## config.mk

```make
export PLATFORM = sky130hd
export DESIGN_NAME = pc_unit_flat
export DESIGN_NICKNAME = d
export VERILOG_FILES = /design/src/rtl/pc_pkg.sv /design/src/rtl/pc_if.sv /design/src/rtl/pc_branch_adder.sv /design/src/rtl/pc_unit.sv /design/src/flat_wrapper.sv
export SDC_FILE = /design/constraint.sdc
export NUM_CORES = 1
export LEC_CHECK = 0
export ABC_AREA = 1
export BUFFER_PORTS_ARGS = -buffer_cell sky130_fd_sc_hd__clkbuf_2
export CAP_MARGIN = 20
export CORE_AREA = 2 2 67 69
export DETAILED_ROUTE_END_ITERATION = 8
export DIE_AREA = 0 0 69 71
export PLACE_DENSITY = 0.83
export SLEW_MARGIN = 5
export SYNTH_ARGS = -nofsm -noshare
export SYNTH_HDL_FRONTEND = slang
export SYNTH_SLANG_ARGS = --single-unit
```

## constraint.sdc

```tcl
create_clock -name fclk -period 3.13 [get_ports fclk]
set_clock_uncertainty 0.1 [all_clocks]
set_input_delay 0.626 -clock fclk [delete_from_list [all_inputs] [get_ports fclk]]
set_output_delay 0.626 -clock fclk [all_outputs]
set_load 0.01 [all_outputs]
```

## src/rtl/pc_pkg.sv

```systemverilog
// Shared types and constants for the 65c02 program counter (pc_unit).
package pc_pkg;

  typedef enum logic {
    IDLE  = 1'b0,
    FIXUP = 1'b1
  } pc_state_t;

  localparam logic [1:0] VEC_NMI = 2'd0;
  localparam logic [1:0] VEC_RES = 2'd1;
  localparam logic [1:0] VEC_IRQ = 2'd2;

  // The reserved encoding 3 behaves as RES.
  function automatic logic [1:0] vec_norm(input logic [1:0] sel);
    return (sel == 2'd3) ? VEC_RES : sel;
  endfunction

endpackage

```

## src/rtl/pc_if.sv

```systemverilog
// Command/data interface between the instruction sequencer (master) and pc_unit (slave).
interface pc_if #(
  parameter int PC_W = 16
);
  logic            vec_load;
  logic [1:0]      vec_sel;
  logic            adb_load;
  logic [PC_W-1:0] adb_in;
  logic            load_low;
  logic            load_high;
  logic [7:0]      db_in;
  logic            increment;
  logic            branch_take;
  logic [7:0]      branch_off;
  logic            db_sel_high;
  logic [PC_W-1:0] pc_out;
  logic [7:0]      db_out;
  logic            page_cross;
  logic            busy;

  modport master (
    output vec_load, vec_sel, adb_load, adb_in, load_low, load_high, db_in,
           increment, branch_take, branch_off, db_sel_high,
    input  pc_out, db_out, page_cross, busy
  );

  modport slave (
    input  vec_load, vec_sel, adb_load, adb_in, load_low, load_high, db_in,
           increment, branch_take, branch_off, db_sel_high,
    output pc_out, db_out, page_cross, busy
  );
endinterface

```

## src/rtl/pc_branch_adder.sv

```systemverilog
// Low-byte relative branch adder: new low byte plus page-cross detect and high-part direction.
module pc_branch_adder (
  input  logic [7:0] low_i,
  input  logic [7:0] off_i,
  output logic [7:0] low_o,
  output logic       cross_o,
  output logic       dir_up_o
);
  logic [8:0] sum;

  assign sum      = {1'b0, low_i} + {1'b0, off_i};
  assign low_o    = sum[7:0];
  // Forward branches cross on carry out; backward branches cross when no carry occurs.
  assign cross_o  = off_i[7] ? ~sum[8] : sum[8];
  assign dir_up_o = ~off_i[7];
endmodule

```

## src/rtl/pc_unit.sv

```systemverilog
// Parametrised program counter with a one-cycle page-cross fix-up state.
// Optional macro SPLIT_CARRY_EN: increments out of low byte 'hFF take a fix-up cycle.
module pc_unit
  import pc_pkg::*;
#(
  parameter int          PC_W     = 16,
  parameter logic [31:0] VEC_BASE = 32'hFFFA
) (
  input  logic fclk,
  input  logic reset,
  pc_if.slave  bus
);
  localparam int HI_TOP = (PC_W > 16) ? 15 : PC_W - 1;
  localparam logic [PC_W-1:0] VB = PC_W'(VEC_BASE);

  pc_state_t        state_q, state_d;
  logic [PC_W-1:0]  pc_q, pc_d;
  logic             dir_up_q, dir_up_d;
  logic             page_cross_q;

  logic [7:0]       br_low;
  logic             br_cross, br_dir_up;
  logic [PC_W-1:0]  vec_addr;
  logic [PC_W-9:0]  hi_adj;

  pc_branch_adder u_badd (
    .low_i    (pc_q[7:0]),
    .off_i    (bus.branch_off),
    .low_o    (br_low),
    .cross_o  (br_cross),
    .dir_up_o (br_dir_up)
  );

  assign vec_addr = VB + PC_W'({vec_norm(bus.vec_sel), 1'b0});
  assign hi_adj   = dir_up_q ? pc_q[PC_W-1:8] + 1'b1 : pc_q[PC_W-1:8] - 1'b1;

  always_comb begin
    pc_d     = pc_q;
    state_d  = IDLE;
    dir_up_d = dir_up_q;
    if (bus.vec_load) begin
      pc_d = vec_addr;
    end else if (state_q == FIXUP) begin
      pc_d[PC_W-1:8] = hi_adj;
    end else if (bus.adb_load) begin
      pc_d = bus.adb_in;
    end else if (bus.load_low || bus.load_high) begin
      if (bus.load_low)  pc_d[7:0]      = bus.db_in;
      if (bus.load_high) pc_d[HI_TOP:8] = bus.db_in[HI_TOP-8:0];
    end else if (bus.branch_take) begin
      pc_d[7:0] = br_low;
      if (br_cross) begin
        state_d  = FIXUP;
        dir_up_d = br_dir_up;
      end
    end else if (bus.increment) begin
`ifdef SPLIT_CARRY_EN
      // Carry into the high part is deferred to the fix-up cycle.
      if (pc_q[7:0] == 8'hFF) begin
        pc_d[7:0] = 8'h00;
        state_d   = FIXUP;
        dir_up_d  = 1'b1;
      end else begin
        pc_d = pc_q + 1'b1;
      end
`else
      pc_d = pc_q + 1'b1;
`endif
    end
  end

  always_ff @(posedge fclk) begin
    if (reset) begin
      state_q      <= IDLE;
      pc_q         <= '0;
      dir_up_q     <= 1'b0;
      page_cross_q <= 1'b0;
    end else begin
      state_q      <= state_d;
      pc_q         <= pc_d;
      dir_up_q     <= dir_up_d;
      page_cross_q <= (state_d == FIXUP);
    end
  end

  assign bus.pc_out     = pc_q;
  assign bus.db_out     = bus.db_sel_high ? 8'(pc_q[HI_TOP:8]) : pc_q[7:0];
  assign bus.page_cross = page_cross_q;
  assign bus.busy       = page_cross_q;
endmodule

```

## src/flat_wrapper.sv

```systemverilog
// flat-port wrapper written by rule: the top's interface ports become plain ports
module pc_unit_flat import pc_pkg::*;
#(
  parameter int          PC_W     = 16,
  parameter logic [31:0] VEC_BASE = 32'hFFFA
)
  (fclk, reset, bus_vec_load, bus_vec_sel, bus_adb_load, bus_adb_in, bus_load_low, bus_load_high, bus_db_in, bus_increment, bus_branch_take, bus_branch_off, bus_db_sel_high, bus_pc_out, bus_db_out, bus_page_cross, bus_busy);
  pc_if #(.PC_W(PC_W)) bus_i ();
  input  logic fclk;
  input  logic reset;
  input wire logic [$bits(bus_i.vec_load)-1:0] bus_vec_load;
  input wire logic [$bits(bus_i.vec_sel)-1:0] bus_vec_sel;
  input wire logic [$bits(bus_i.adb_load)-1:0] bus_adb_load;
  input wire logic [$bits(bus_i.adb_in)-1:0] bus_adb_in;
  input wire logic [$bits(bus_i.load_low)-1:0] bus_load_low;
  input wire logic [$bits(bus_i.load_high)-1:0] bus_load_high;
  input wire logic [$bits(bus_i.db_in)-1:0] bus_db_in;
  input wire logic [$bits(bus_i.increment)-1:0] bus_increment;
  input wire logic [$bits(bus_i.branch_take)-1:0] bus_branch_take;
  input wire logic [$bits(bus_i.branch_off)-1:0] bus_branch_off;
  input wire logic [$bits(bus_i.db_sel_high)-1:0] bus_db_sel_high;
  output wire logic [$bits(bus_i.pc_out)-1:0] bus_pc_out;
  output wire logic [$bits(bus_i.db_out)-1:0] bus_db_out;
  output wire logic [$bits(bus_i.page_cross)-1:0] bus_page_cross;
  output wire logic [$bits(bus_i.busy)-1:0] bus_busy;
  assign bus_i.vec_load = bus_vec_load;
  assign bus_i.vec_sel = bus_vec_sel;
  assign bus_i.adb_load = bus_adb_load;
  assign bus_i.adb_in = bus_adb_in;
  assign bus_i.load_low = bus_load_low;
  assign bus_i.load_high = bus_load_high;
  assign bus_i.db_in = bus_db_in;
  assign bus_i.increment = bus_increment;
  assign bus_i.branch_take = bus_branch_take;
  assign bus_i.branch_off = bus_branch_off;
  assign bus_i.db_sel_high = bus_db_sel_high;
  assign bus_pc_out = bus_i.pc_out;
  assign bus_db_out = bus_i.db_out;
  assign bus_page_cross = bus_i.page_cross;
  assign bus_busy = bus_i.busy;
  pc_unit #(.PC_W(PC_W), .VEC_BASE(VEC_BASE)) u_core (.fclk(fclk), .reset(reset), .bus(bus_i));
endmodule
```

==> flow_summary.rst <==
.. list-table::
   :header-rows: 1

   * - Metric
     - Value
   * - Setup-failing EPs final
     - 0
   * - Switching share of power
     - about two fifths
   * - Post-cts sizing count
     - 0
   * - Dominant combinational cell family by area after synthesis
     - simple AND/OR/NAND/NOR gates
   * - Reg2reg path depth
     - 11
   * - Post-CTS Setup Inserts
     - 0
   * - Overflow left after global routing
     - 0
   * - Worst Hold Class
     - flop to flop
   * - Count of hold buffers inserted by post-cts repair
     - 0
   * - Number of enable flip-flop cells after synthesis
     - 0
   * - Synthesized-area fraction occupied by and/or/nand/nor cells
     - 38.7%
   * - Top post-synthesis cells by area
     - sky130_fd_sc_hd__nand2_1, sky130_fd_sc_hd__dfxtp_1, sky130_fd_sc_hd__ha_1, sky130_fd_sc_hd__inv_1, sky130_fd_sc_hd__a21oi_1
   * - Overall Global Routing Usage
     - ~29%
   * - PortBufs
     - between 60 and 70
   * - Layout Area Growth over Synthesis
     - 17.9%
   * - Proportion of netlist area held by the largest area contributor
     - around 17%
   * - Sw power
     - ~0.34 mW
   * - Complex-gate fraction of the synthesized area
     - between 20% and 30%
   * - Top post-synthesis cells by count
     - sky130_fd_sc_hd__nand2_1, sky130_fd_sc_hd__inv_1, sky130_fd_sc_hd__a21oi_1, sky130_fd_sc_hd__o21ai_0, sky130_fd_sc_hd__nand3_1
   * - Register-to-register setup slack
     - 0.91 ns
   * - Largest voltage drop on the vdd net
     - approximately 0.00023 V
   * - Internal power contribution
     - between 0.4 and 0.5 mW
   * - Number of global-route vias before repair
     - ~2,500
   * - Part of the power in combinational logic
     - 43.5%
   * - Critical Path End Type
     - flop
   * - Post-detailed-routing wire length
     - around 7200 um
   * - Fraction of layout instances using a drive strength above 1
     - between 20% and 30%
   * - Hold depth
     - 2
   * - Average via count per standard cell
     - about 5.8
   * - First-pass GRT wire length
     - ~12,000 um
   * - Clock tree from TritonCTS
     - built
   * - Average cell area after synthesis
     - between 5 and 6 um2
   * - Pin count of the biggest net entering global routing
     - 20
   * - Insertion delay to the later sink of the worst-skew pair
     - roughly 0.26 ns
   * - Maximum level of the CTS H-tree
     - 1
   * - Arrival time at the worst endpoint
     - 2.31 ns
   * - Effective utilization at floorplan
     - between 50 and 60%
   * - CTS clk-pin slew, worst paths
     - around 0.070 ns
   * - Sequential Power Share
     - between 30% and 40%
   * - Synth Warn #
     - 0
   * - Total power density per cell area
     - between 300 and 400 nW/um2
   * - Rel. slew slack
     - about three fifths
   * - Bufs on Longest Clock Path
     - 2
   * - Antenna violations before repair
     - 0
   * - Final TNS setup
     - 0 ns
   * - Critical Path RT
     - ~3.2 ns
   * - Area taken by flip-flops and latches
     - ~360 um2
   * - Clock power share
     - 20.7%
   * - Combined area of the multi-input logic cells
     - 1610 um2
   * - Cell with the most instances after synthesis
     - sky130_fd_sc_hd__nand2_1
   * - Fill count
     - roughly 420
   * - Category of the most critical setup path
     - flop to flop
   * - Most instantiated flip-flop cell in the synthesis netlist
     - sky130_fd_sc_hd__dfxtp_1
   * - Num CTS Buffers
     - 3
   * - Worst hold start
     - u_core.bus.pc_out[0]
   * - Leakage power
     - 1.41 nW
   * - Via total after detailed routing
     - 2,889
   * - Top-level port count
     - 69
   * - Remaining antenna violation count after routing
     - 0
   * - Die X
     - a little under 70 um
   * - Number of standard-cell rows in the floorplan
     - 24
   * - Largest area contributor in the netlist
     - sky130_fd_sc_hd__nand2_1
   * - Seq cells post-synth
     - 18
   * - Full die area
     - between 4000 and 5000 um2
   * - Adder-Cell Fraction of Synth Area
     - 10.2%
   * - RSZ-0062 raised after global routing
     - false
   * - Final number of hold-violating endpoints
     - 0
   * - Synth Instances
     - 384
   * - Register area share after synthesis
     - roughly 16%
   * - Die height
     - 71 um
   * - Remaining DRCs
     - 0
   * - Final critical-path share of the clock period
     - between 70% and 80%
   * - Result of the run
     - complete, no violations
   * - Number of max-cap violations
     - 0
   * - Max-slew violation total from the final report
     - 0
   * - Root buffer cell
     - sky130_fd_sc_hd__clkbuf_8
   * - Post-layout minimum cycle time
     - 2.22 ns
   * - Mapped Area
     - 2230 um2
   * - Detailed placer's ending HPWL
     - around 5800 um
   * - CORE AREA
     - ~4200 um2
   * - Startpoint of the worst register-to-register path
     - u_core.bus.pc_out[0]
   * - Portion of netlist area occupied by mux cells
     - 0%
   * - Ys async rst share
     - 0%
   * - Number of antenna cells inserted
     - 0
   * - CTS Sinks
     - 18
   * - Post-Synthesis Net Count
     - 444
   * - Routability Congestion
     - ~0.9
   * - Post-synthesis share of cell area spent on xor and xnor gates
     - 1.57%
   * - Wire per inst
     - roughly 14 um
   * - Worst Hold Path EP
     - u_core.bus.pc_out[0]
   * - Finished Core Util
     - between 60% and 70%
   * - Detailed-router iteration count before antenna repair
     - 6
   * - Violation count after the first detailed-route iteration
     - approximately 250
   * - FMAX
     - 450 MHz
   * - Number of library cell types mapped by synthesis
     - 37
   * - Worst slew pin tran
     - just under 0.6 ns
   * - FF-to-FF End
     - u_core.dir_up_q
   * - Largest driver fanout on the critical path
     - 6
   * - Net count, final
     - roughly 500
   * - Critical Path Source Type
     - flop
## kinds of logic after synthesis
| family | count (synthesis) |
|---|---|
| simple gates | 195 |
| fa+ha+maj | 17 |
| flops | 18 |
| buf+inv | 61 |
| compound gates | 89 |
| xor+xnor | 4 |
## worst max path at each step
stage,endpoint,slack [ns],from,depth (start not counted)
floorplan,u_core.dir_up_q,0.98,bus_branch_off[0],11
detailed placement,u_core.dir_up_q,0.71,bus_branch_off[0],12
CTS,u_core.dir_up_q,0.91,u_core.bus.pc_out[0],11
finish,u_core.dir_up_q,0.91,u_core.bus.pc_out[0],11
global placement,u_core.dir_up_q,0.81,bus_branch_off[0],12
global route,u_core.dir_up_q,0.75,u_core.bus.pc_out[0],11
## sequential cells by signal, indices dropped and copies added, names as in the netlist
| name | flops |
|---|---|
| u_core.bus.pc_out | 16 |
| u_core.bus.busy | 1 |
| u_core.dir_up_q | 1 |
## metal layers
| layer | GRT usage (%) | up-vias | wire [um] |
|---|---|---|---|
| li1 | - | 1401 | - |
| met1 | 38.9 | 1269 | 3010 |
| met2 | 49.5 | 191 | 3350 |
| met3 | 3.28 | 28 | 696 |
| met4 | 9.15 | 0 | 172 |
| met5 | 0 | - | 0 |
## power groups by stage
stage               sequential, mW  combinational, mW  clock [mW]
finish                       0.289              0.351       0.167
global route                 0.290              0.395       0.175
CTS                          0.286              0.346       0.170
detailed placement           0.292              0.344           0
global placement             0.291              0.336           0
floorplan                    0.286              0.230           0
## cells in the final DEF, fill, tap and decap left out, drive strengths merged, types with 3 or more instances in the layout
cell type,instances
nand2,102
clkbuf,71
inv,52
nor2,41
o21ai,38
a21oi,36
nand3,36
dfxtp,18
ha,15
nand4,5
nor3,4
xor2,4
or2,4
a31oi,3
## stage by stage
step / hold slack [ns] / instances / power (mW) / cell area [um2] / setup slack (ns)
final: 0.479 / 500 / 0.807 / 2630 / 0.910
after floorplan: 0.436 / 384 / 0.516 / 2230 / 0.976
after detailed placement: 0.469 / 497 / 0.635 / 2580 / 0.709
after CTS: 0.478 / 500 / 0.803 / 2630 / 0.914
after global placement: 0.454 / 497 / 0.627 / 2580 / 0.808
after global routing: 0.528 / 500 / 0.860 / 2630 / 0.751
## worst max-delay path: stages (launching register included)
cell	delay, ns
sky130_fd_sc_hd__dfxtp_1	0.46
sky130_fd_sc_hd__ha_1	0.22
sky130_fd_sc_hd__inv_1	0.06
sky130_fd_sc_hd__fa_1	0.38
sky130_fd_sc_hd__inv_1	0.06
sky130_fd_sc_hd__nand2_1	0.06
sky130_fd_sc_hd__nand2_1	0.07
sky130_fd_sc_hd__nand2_1	0.09
sky130_fd_sc_hd__o31ai_2	0.26
sky130_fd_sc_hd__xor2_1	0.18
sky130_fd_sc_hd__nand2_1	0.09
sky130_fd_sc_hd__a21oi_1	0.12
## area by class of cell
| class | instances | share of cell area [%] |
|---|---|---|
| sequential | 18 | 13.7 |
| inverter | 53 | 7.63 |
| clock buffer | 3 | 1.57 |
| tap | 52 | 2.48 |
| multi-input combinational | 305 | 61.3 |
| timing repair buffer | 69 | 13.3 |
No activity file was read; power rests on OpenSTA's default activity.
